$ cat src/rtl/typePack.sv
// typePack: types shared by the fetch stage and the core.
package typePack;

  typedef logic [31:0] instruction_t;

  typedef enum logic {
    RUN  = 1'b0,
    HALT = 1'b1
  } fetch_state_t;

  localparam instruction_t NOP_INST = 32'h0000_0013;

  typedef struct packed {
    instruction_t inst;
    logic [31:0]  pc;
  } fetch_entry_t;

endpackage

$ cat src/rtl/fetch_fifo.sv
// fetch_fifo: synchronous FIFO of fetch entries with flush.
// Head entry reads as zero while the FIFO is empty.
module fetch_fifo
  import typePack::*;
#(
  parameter int DEPTH = 4
) (
  input  logic                  clk_i,
  input  logic                  rst_ni,
  input  logic                  flush_i,
  input  logic                  push_i,
  input  logic                  pop_i,
  input  fetch_entry_t          data_i,
  output fetch_entry_t          head_o,
  output logic [$clog2(DEPTH):0] count_o
);

  localparam int AW = $clog2(DEPTH);

  fetch_entry_t mem_q [DEPTH];
  logic [AW-1:0] wr_q, wr_d;
  logic [AW-1:0] rd_q, rd_d;
  logic [AW:0]   cnt_q, cnt_d;
  logic          do_push, do_pop;

  assign do_pop  = pop_i && (cnt_q != '0);
  assign do_push = push_i &&
                   ((cnt_q != (AW+1)'(DEPTH)) || do_pop);

  always_comb begin
    wr_d  = wr_q;
    rd_d  = rd_q;
    cnt_d = cnt_q;
    if (flush_i) begin
      wr_d  = '0;
      rd_d  = '0;
      cnt_d = '0;
    end else begin
      if (do_push) wr_d = wr_q + AW'(1);
      if (do_pop)  rd_d = rd_q + AW'(1);
      if (do_push && !do_pop)
        cnt_d = cnt_q + (AW+1)'(1);
      else if (do_pop && !do_push)
        cnt_d = cnt_q - (AW+1)'(1);
    end
  end

  always_ff @(posedge clk_i) begin
    if (!rst_ni) begin
      wr_q  <= '0;
      rd_q  <= '0;
      cnt_q <= '0;
    end else begin
      wr_q  <= wr_d;
      rd_q  <= rd_d;
      cnt_q <= cnt_d;
    end
  end

  always_ff @(posedge clk_i) begin
    if (do_push && !flush_i) begin
      mem_q[wr_q] <= data_i;
    end
  end

  assign head_o  = (cnt_q != '0) ? mem_q[rd_q] : '0;
  assign count_o = cnt_q;

endmodule

$ cat src/rtl/inst_fetch.sv
// inst_fetch: sequential fetch, in-order response buffer, redirect flush.
// FETCH_MISALIGN_TRAP_EN enables the misaligned-redirect halt and fault flag.
module inst_fetch
  import typePack::*;
#(
  parameter logic [31:0] RESET_PC = 32'h0000_0000,
  parameter int          DEPTH    = 4
) (
  input  logic         CLOCK,
  input  logic         RESET_N,
  output logic         MEM_REQ_VALID,
  input  logic         MEM_REQ_READY,
  output logic [31:0]  MEM_REQ_ADDR,
  input  logic         MEM_RSP_VALID,
  input  logic [31:0]  MEM_RSP_DATA,
  output instruction_t INST,
  output logic [31:0]  INST_PC,
  output logic         INST_VALID,
  input  logic         INST_READY,
  input  logic         REDIRECT_VALID,
  input  logic [31:0]  REDIRECT_PC,
  output logic         FETCH_FAULT
);

  localparam int CW = $clog2(DEPTH) + 1;
  localparam logic [CW+1:0] DEPTH_W = (CW+2)'(DEPTH);

  fetch_state_t  state_q, state_d;
  logic [31:0]   fetch_pc_q, fetch_pc_d;
  logic [31:0]   rsp_pc_q, rsp_pc_d;
  logic [CW-1:0] outst_q, outst_d;
  logic [CW-1:0] disc_q, disc_d;
  logic [CW-1:0] fifo_cnt;
  logic [CW+1:0] credit_used;
  logic [31:0]   redir_pc;
  logic          misalign;
  logic          req_fire, rsp_keep, rsp_drop;
  logic          push, pop;
  fetch_entry_t  head, push_entry;

`ifdef FETCH_MISALIGN_TRAP_EN
  logic fault_q, fault_d;

  assign redir_pc = REDIRECT_PC;
  assign misalign = REDIRECT_PC[1:0] != 2'b00;

  always_comb begin
    fault_d = fault_q;
    if (REDIRECT_VALID) fault_d = misalign;
  end

  always_ff @(posedge CLOCK) begin
    if (!RESET_N) fault_q <= 1'b0;
    else          fault_q <= fault_d;
  end

  assign FETCH_FAULT = fault_q;
`else
  logic unused_pc_bits;

  assign unused_pc_bits = ^REDIRECT_PC[1:0];
  assign redir_pc    = {REDIRECT_PC[31:2], 2'b00};
  assign misalign    = 1'b0;
  assign FETCH_FAULT = 1'b0;
`endif

  always_ff @(posedge CLOCK) begin
    if (!RESET_N) state_q <= RUN;
    else          state_q <= state_d;
  end

  always_comb begin
    state_d = state_q;
    if (REDIRECT_VALID) state_d = misalign ? HALT : RUN;
  end

  // Discarded responses still hold a credit until they come back.
  assign credit_used = {2'b00, outst_q} +
                       {2'b00, fifo_cnt} +
                       {2'b00, disc_q};

  always_comb begin
    MEM_REQ_VALID = RESET_N && (state_q == RUN) &&
                    (credit_used < DEPTH_W);
  end

  assign req_fire = MEM_REQ_VALID && MEM_REQ_READY;
  assign rsp_drop = MEM_RSP_VALID && (disc_q != '0);
  assign rsp_keep = MEM_RSP_VALID && (disc_q == '0);
  assign push     = rsp_keep && !REDIRECT_VALID;
  assign pop      = INST_VALID && INST_READY && !REDIRECT_VALID;

  always_comb begin
    fetch_pc_d = fetch_pc_q;
    rsp_pc_d   = rsp_pc_q;
    outst_d    = outst_q;
    disc_d     = disc_q;
    if (REDIRECT_VALID) begin
      fetch_pc_d = redir_pc;
      rsp_pc_d   = redir_pc;
      outst_d    = '0;
      disc_d     = outst_q + disc_q + CW'(req_fire) -
                   CW'(MEM_RSP_VALID);
    end else begin
      if (req_fire) fetch_pc_d = fetch_pc_q + 32'd4;
      if (push)     rsp_pc_d   = rsp_pc_q + 32'd4;
      if (rsp_drop) disc_d     = disc_q - CW'(1);
      outst_d = outst_q + CW'(req_fire) - CW'(rsp_keep);
    end
  end

  always_ff @(posedge CLOCK) begin
    if (!RESET_N) begin
      fetch_pc_q <= RESET_PC;
      rsp_pc_q   <= RESET_PC;
      outst_q    <= '0;
      disc_q     <= '0;
    end else begin
      fetch_pc_q <= fetch_pc_d;
      rsp_pc_q   <= rsp_pc_d;
      outst_q    <= outst_d;
      disc_q     <= disc_d;
    end
  end

  assign push_entry = '{inst: MEM_RSP_DATA, pc: rsp_pc_q};

  fetch_fifo #(
    .DEPTH (DEPTH)
  ) u_fifo (
    .clk_i   (CLOCK),
    .rst_ni  (RESET_N),
    .flush_i (REDIRECT_VALID),
    .push_i  (push),
    .pop_i   (pop),
    .data_i  (push_entry),
    .head_o  (head),
    .count_o (fifo_cnt)
  );

  assign MEM_REQ_ADDR = fetch_pc_q;
  assign INST         = head.inst;
  assign INST_PC      = head.pc;
  assign INST_VALID   = fifo_cnt != '0;

endmodule

$ cat config.mk
export PLATFORM = sky130hd
export DESIGN_NAME = inst_fetch
export DESIGN_NICKNAME = d
export VERILOG_FILES = /design/src/rtl/typePack.sv /design/src/rtl/fetch_fifo.sv /design/src/rtl/inst_fetch.sv
export SDC_FILE = /design/constraint.sdc
export NUM_CORES = 1
export LEC_CHECK = 0
export BUFFER_PORTS_ARGS = -buffer_cell sky130_fd_sc_hd__buf_4
export CAP_MARGIN = 20
export CELL_PAD_IN_SITES_DETAIL_PLACEMENT = 1
export CELL_PAD_IN_SITES_GLOBAL_PLACEMENT = 1
export CORE_MARGIN = 1.5
export CORE_UTILIZATION = 52
export CTS_BUF_LIST = sky130_fd_sc_hd__clkbuf_8 sky130_fd_sc_hd__clkbuf_16
export CTS_CLUSTER_SIZE = 16
export DETAILED_ROUTE_END_ITERATION = 12
export GPL_ROUTABILITY_DRIVEN = 0
export GPL_TIMING_DRIVEN = 0
export PLACE_DENSITY_LB_ADDON = 0.25
export SETUP_SLACK_MARGIN = 0.1
export SLEW_MARGIN = 20
export SYNTH_ARGS = -nofsm -noshare
export SYNTH_HDL_FRONTEND = slang
export SYNTH_SLANG_ARGS = --single-unit
$ cat constraint.sdc
create_clock -name CLOCK -period 5.7 [get_ports CLOCK]
set_clock_uncertainty 0.05 [all_clocks]
set_input_delay 0.57 -clock CLOCK [delete_from_list [all_inputs] [get_ports CLOCK]]
set_output_delay 0.57 -clock CLOCK [all_outputs]
set_load 0.01 [all_outputs]
==> summary.txt <==
area share of the largest cell type after synthesis - 54.4%
top cells by area, synth - edfxtp_1, dfxtp_1, mux4_2, and2_1, xor2_1
layout cells sized above 1 - 25.4%
switching part of the total - 26.2%
count leader, synth - edfxtp_1
initial antenna violation count - 0
htree depth - 2
final setup fails - 0
Port-buffer cells - 160
WL/cell - 24.1 µm
Setup crit end kind - primary output
Max-cap violations - 0
Synth cell types - 62
Switching Power - 0.00149 W
CP delay by family, top - adder cells
half-perimeter wire length after placement - 23800 µm
Logic pwr share - 15.8%
routed vias - 8876
Post-synth top cells - edfxtp_1, dfxtp_1, and2_1
Rel. slew slack - 31.4%
Reg-to-Reg Start - outst_q[1]
number of global-route vias before repair - 9401
worst hold path type - in2reg
Worst Path Class, Setup - reg2out
area of the mapped netlist - 13700 µm²
Crit path largest cell delay - 0.63 ns
Final min period - 4.19 ns
Mapped Avg Cell Area - 14.8 µm²
postcts setup bufs - 0
worst-skew pair later-pin latency - 0.52 ns
Clock Pin Slew Worst Setup and Hold Paths - 0.06 ns
Max Fanout on Critical Path - 10
Final Max Tran Viols - 0
post-route cell area - 16500 µm²
R2R depth - 13
ys flop type - edfxtp_1
antenna cells - 0
CP startpoint kind - flop
CTS Sinks - 323
die height - 165 µm
HP Start - MEM_RSP_DATA[23]
post-route ant nets - 0
die width - 165 µm
P per Cell Area - 346 nW/µm²
Slew @ Worst Pin - 1.02 ns
Remaining Overflow, GRT - 0
status - complete, no violations
CTS tree - done
Reg power frac - 48.5%
Avg Vias per Cell - 5.95
Worst IR Drop VDD - 0.221 mV
full die area - 27300 µm²
number of flops mapped to enable cells by yosys - 248
Root Driver - clkbuf_16
critical path depth - 9
Starting Density - 52.8%
Hold Path Stages - 1
row count - 59
IO Count - 169
Clock Power Share - 35.7%
cell chain of the critical path - inv_1 > fa_1 > nor2_1 > fa_1 > nor3b_1 > o32ai_2 > clkbuf_1 > nor3_1 > buf_4
FF+latch count, synth - 323
fin crit share - 73.4%
Final Hold Viols - 0
maximum clock rate - 239 MHz
area delta synth->final - 20.3%
Synth area leader - edfxtp_1
Arr. time, crit path - 3.57 ns
multi-input logic area - 4470 µm²
final layout net count - 1224
CP bufs+invs - 3
sequential area share after synthesis - 65.4%
Gate Count Post-Synth - 927
Int Pwr - 0.00421 W
DRT iter0 DRCs - 530
Core Area - 25900 µm²
Critical Path Start - outst_q[1]
Hold-fix buffers, CTS - 0
post-route setup TNS - 0 ns
DRC - 0
Sequential Area - 8950 µm²
cts bufs inserted - 34
YS warnings - 0
largest net degree at the start of global routing - 49
unrepaired setup endpoints after global routing - false
Worst EP required - 5.08 ns
clock buffer depth - 3
leakage - 5.76 nW
WL final - 36000 µm
ys async rst share - 0%
Worst path most repeated cell - fa_1
drt pass-1 iters - 5
Area after DPL - 15400 µm²
first-pass GRT wire length - 54300 µm
Critical-path top delay cell - fa_1
GRT Total Usage - 26.9%
FILL cells - 2442
post-cts repair resize count - 0
-- cell families (layout without fill, tap and decap cells) --
logic type	after synthesis	in the layout	share of synthesized area (%)
AO/OA/AOI/OAI	109	109	4.91
adder cells (fa/ha/maj)	23	23	2.49
XOR/XNOR	50	50	3.20
buffers and inverters	74	299	2.23
AND/OR/NAND/NOR	281	281	11.2
multiplexers	66	66	10.5
other	1	5	0.0274
flip-flops	323	323	65.4
-- sequential cells by signal, indices dropped and copies added, names as in the netlist, named ones only --
name / count
u_fifo.mem_q: 248
MEM_REQ_ADDR: 30
rsp_pc_q: 30
disc_q: 3
outst_q: 3
u_fifo.count_o: 3
u_fifo.rd_q: 2
u_fifo.wr_q: 2
-- routing by layer --
metal  GRT usage [%]  vias to the layer above  wire [µm]  share of wire [%]
met5               0                        -          0                  0
li1                -                     3946          -                  -
met2            47.1                      334      18200                 51
met1            34.2                     4527      14600                 41
met3            4.02                       69       2090                5.8
met4            9.42                        0       1030                2.9
-- placed cells by master (no fill, tap or decap), types with 30 or more instances in the layout --
cell type and instances:
clkbuf_1 33, mux4_2 62, and2_1 67, a21oi_1 36
dfxtp_1 75, clkbuf_16 35, o21ai_0 30, nand2_1 52
inv_1 39, buf_4 165, nor2_1 37, edfxtp_1 248
-- worst paths after layout --
path / endpoint / slack (ns)
worst min register to register: MEM_REQ_ADDR[31] / 0.47
worst min-delay path: u_fifo.mem_q[0][55] / 0.21
worst max-delay path: MEM_REQ_VALID / 1.51
worst max register to register: disc_q[2] / 1.69
-- layout make-up --
class                   instances  area share [%]
inverters                      26           0.592
multi-input cells             534            27.1
clock buffers                  37            5.48
repair buffers                164            7.91
clock inverters                24           0.767
flip-flops and latches        323            54.3
plain buffers                  48            1.26
well taps                     335            2.54
-- metrics by stage --
step                      instances  power [W]  worst slack [ns]  utilization (%)  hold slack (ns)
after CTS                      1491    0.00573              1.55             63.6            0.195
after floorplan                 931    0.00330              2.17                -            0.417
after global placement         1426    0.00365             0.873             59.1            0.441
after detailed placement       1430    0.00370              1.73             59.6            0.455
after global routing           1491    0.00590              1.38             63.6            0.199
final                          1491    0.00570              1.51             63.6            0.208
-- power groups by stage --
stage / clock [W] / sequential, W / combinational (W)
after detailed placement: 0 / 0.00281 / 0.000893
after CTS: 0.00206 / 0.00276 / 0.000910
after floorplan: 0 / 0.00278 / 0.000514
final: 0.00203 / 0.00276 / 0.000900
after global routing: 0.00214 / 0.00278 / 0.000988
after global placement: 0 / 0.00280 / 0.000848
(Power assumes the default switching activity.)
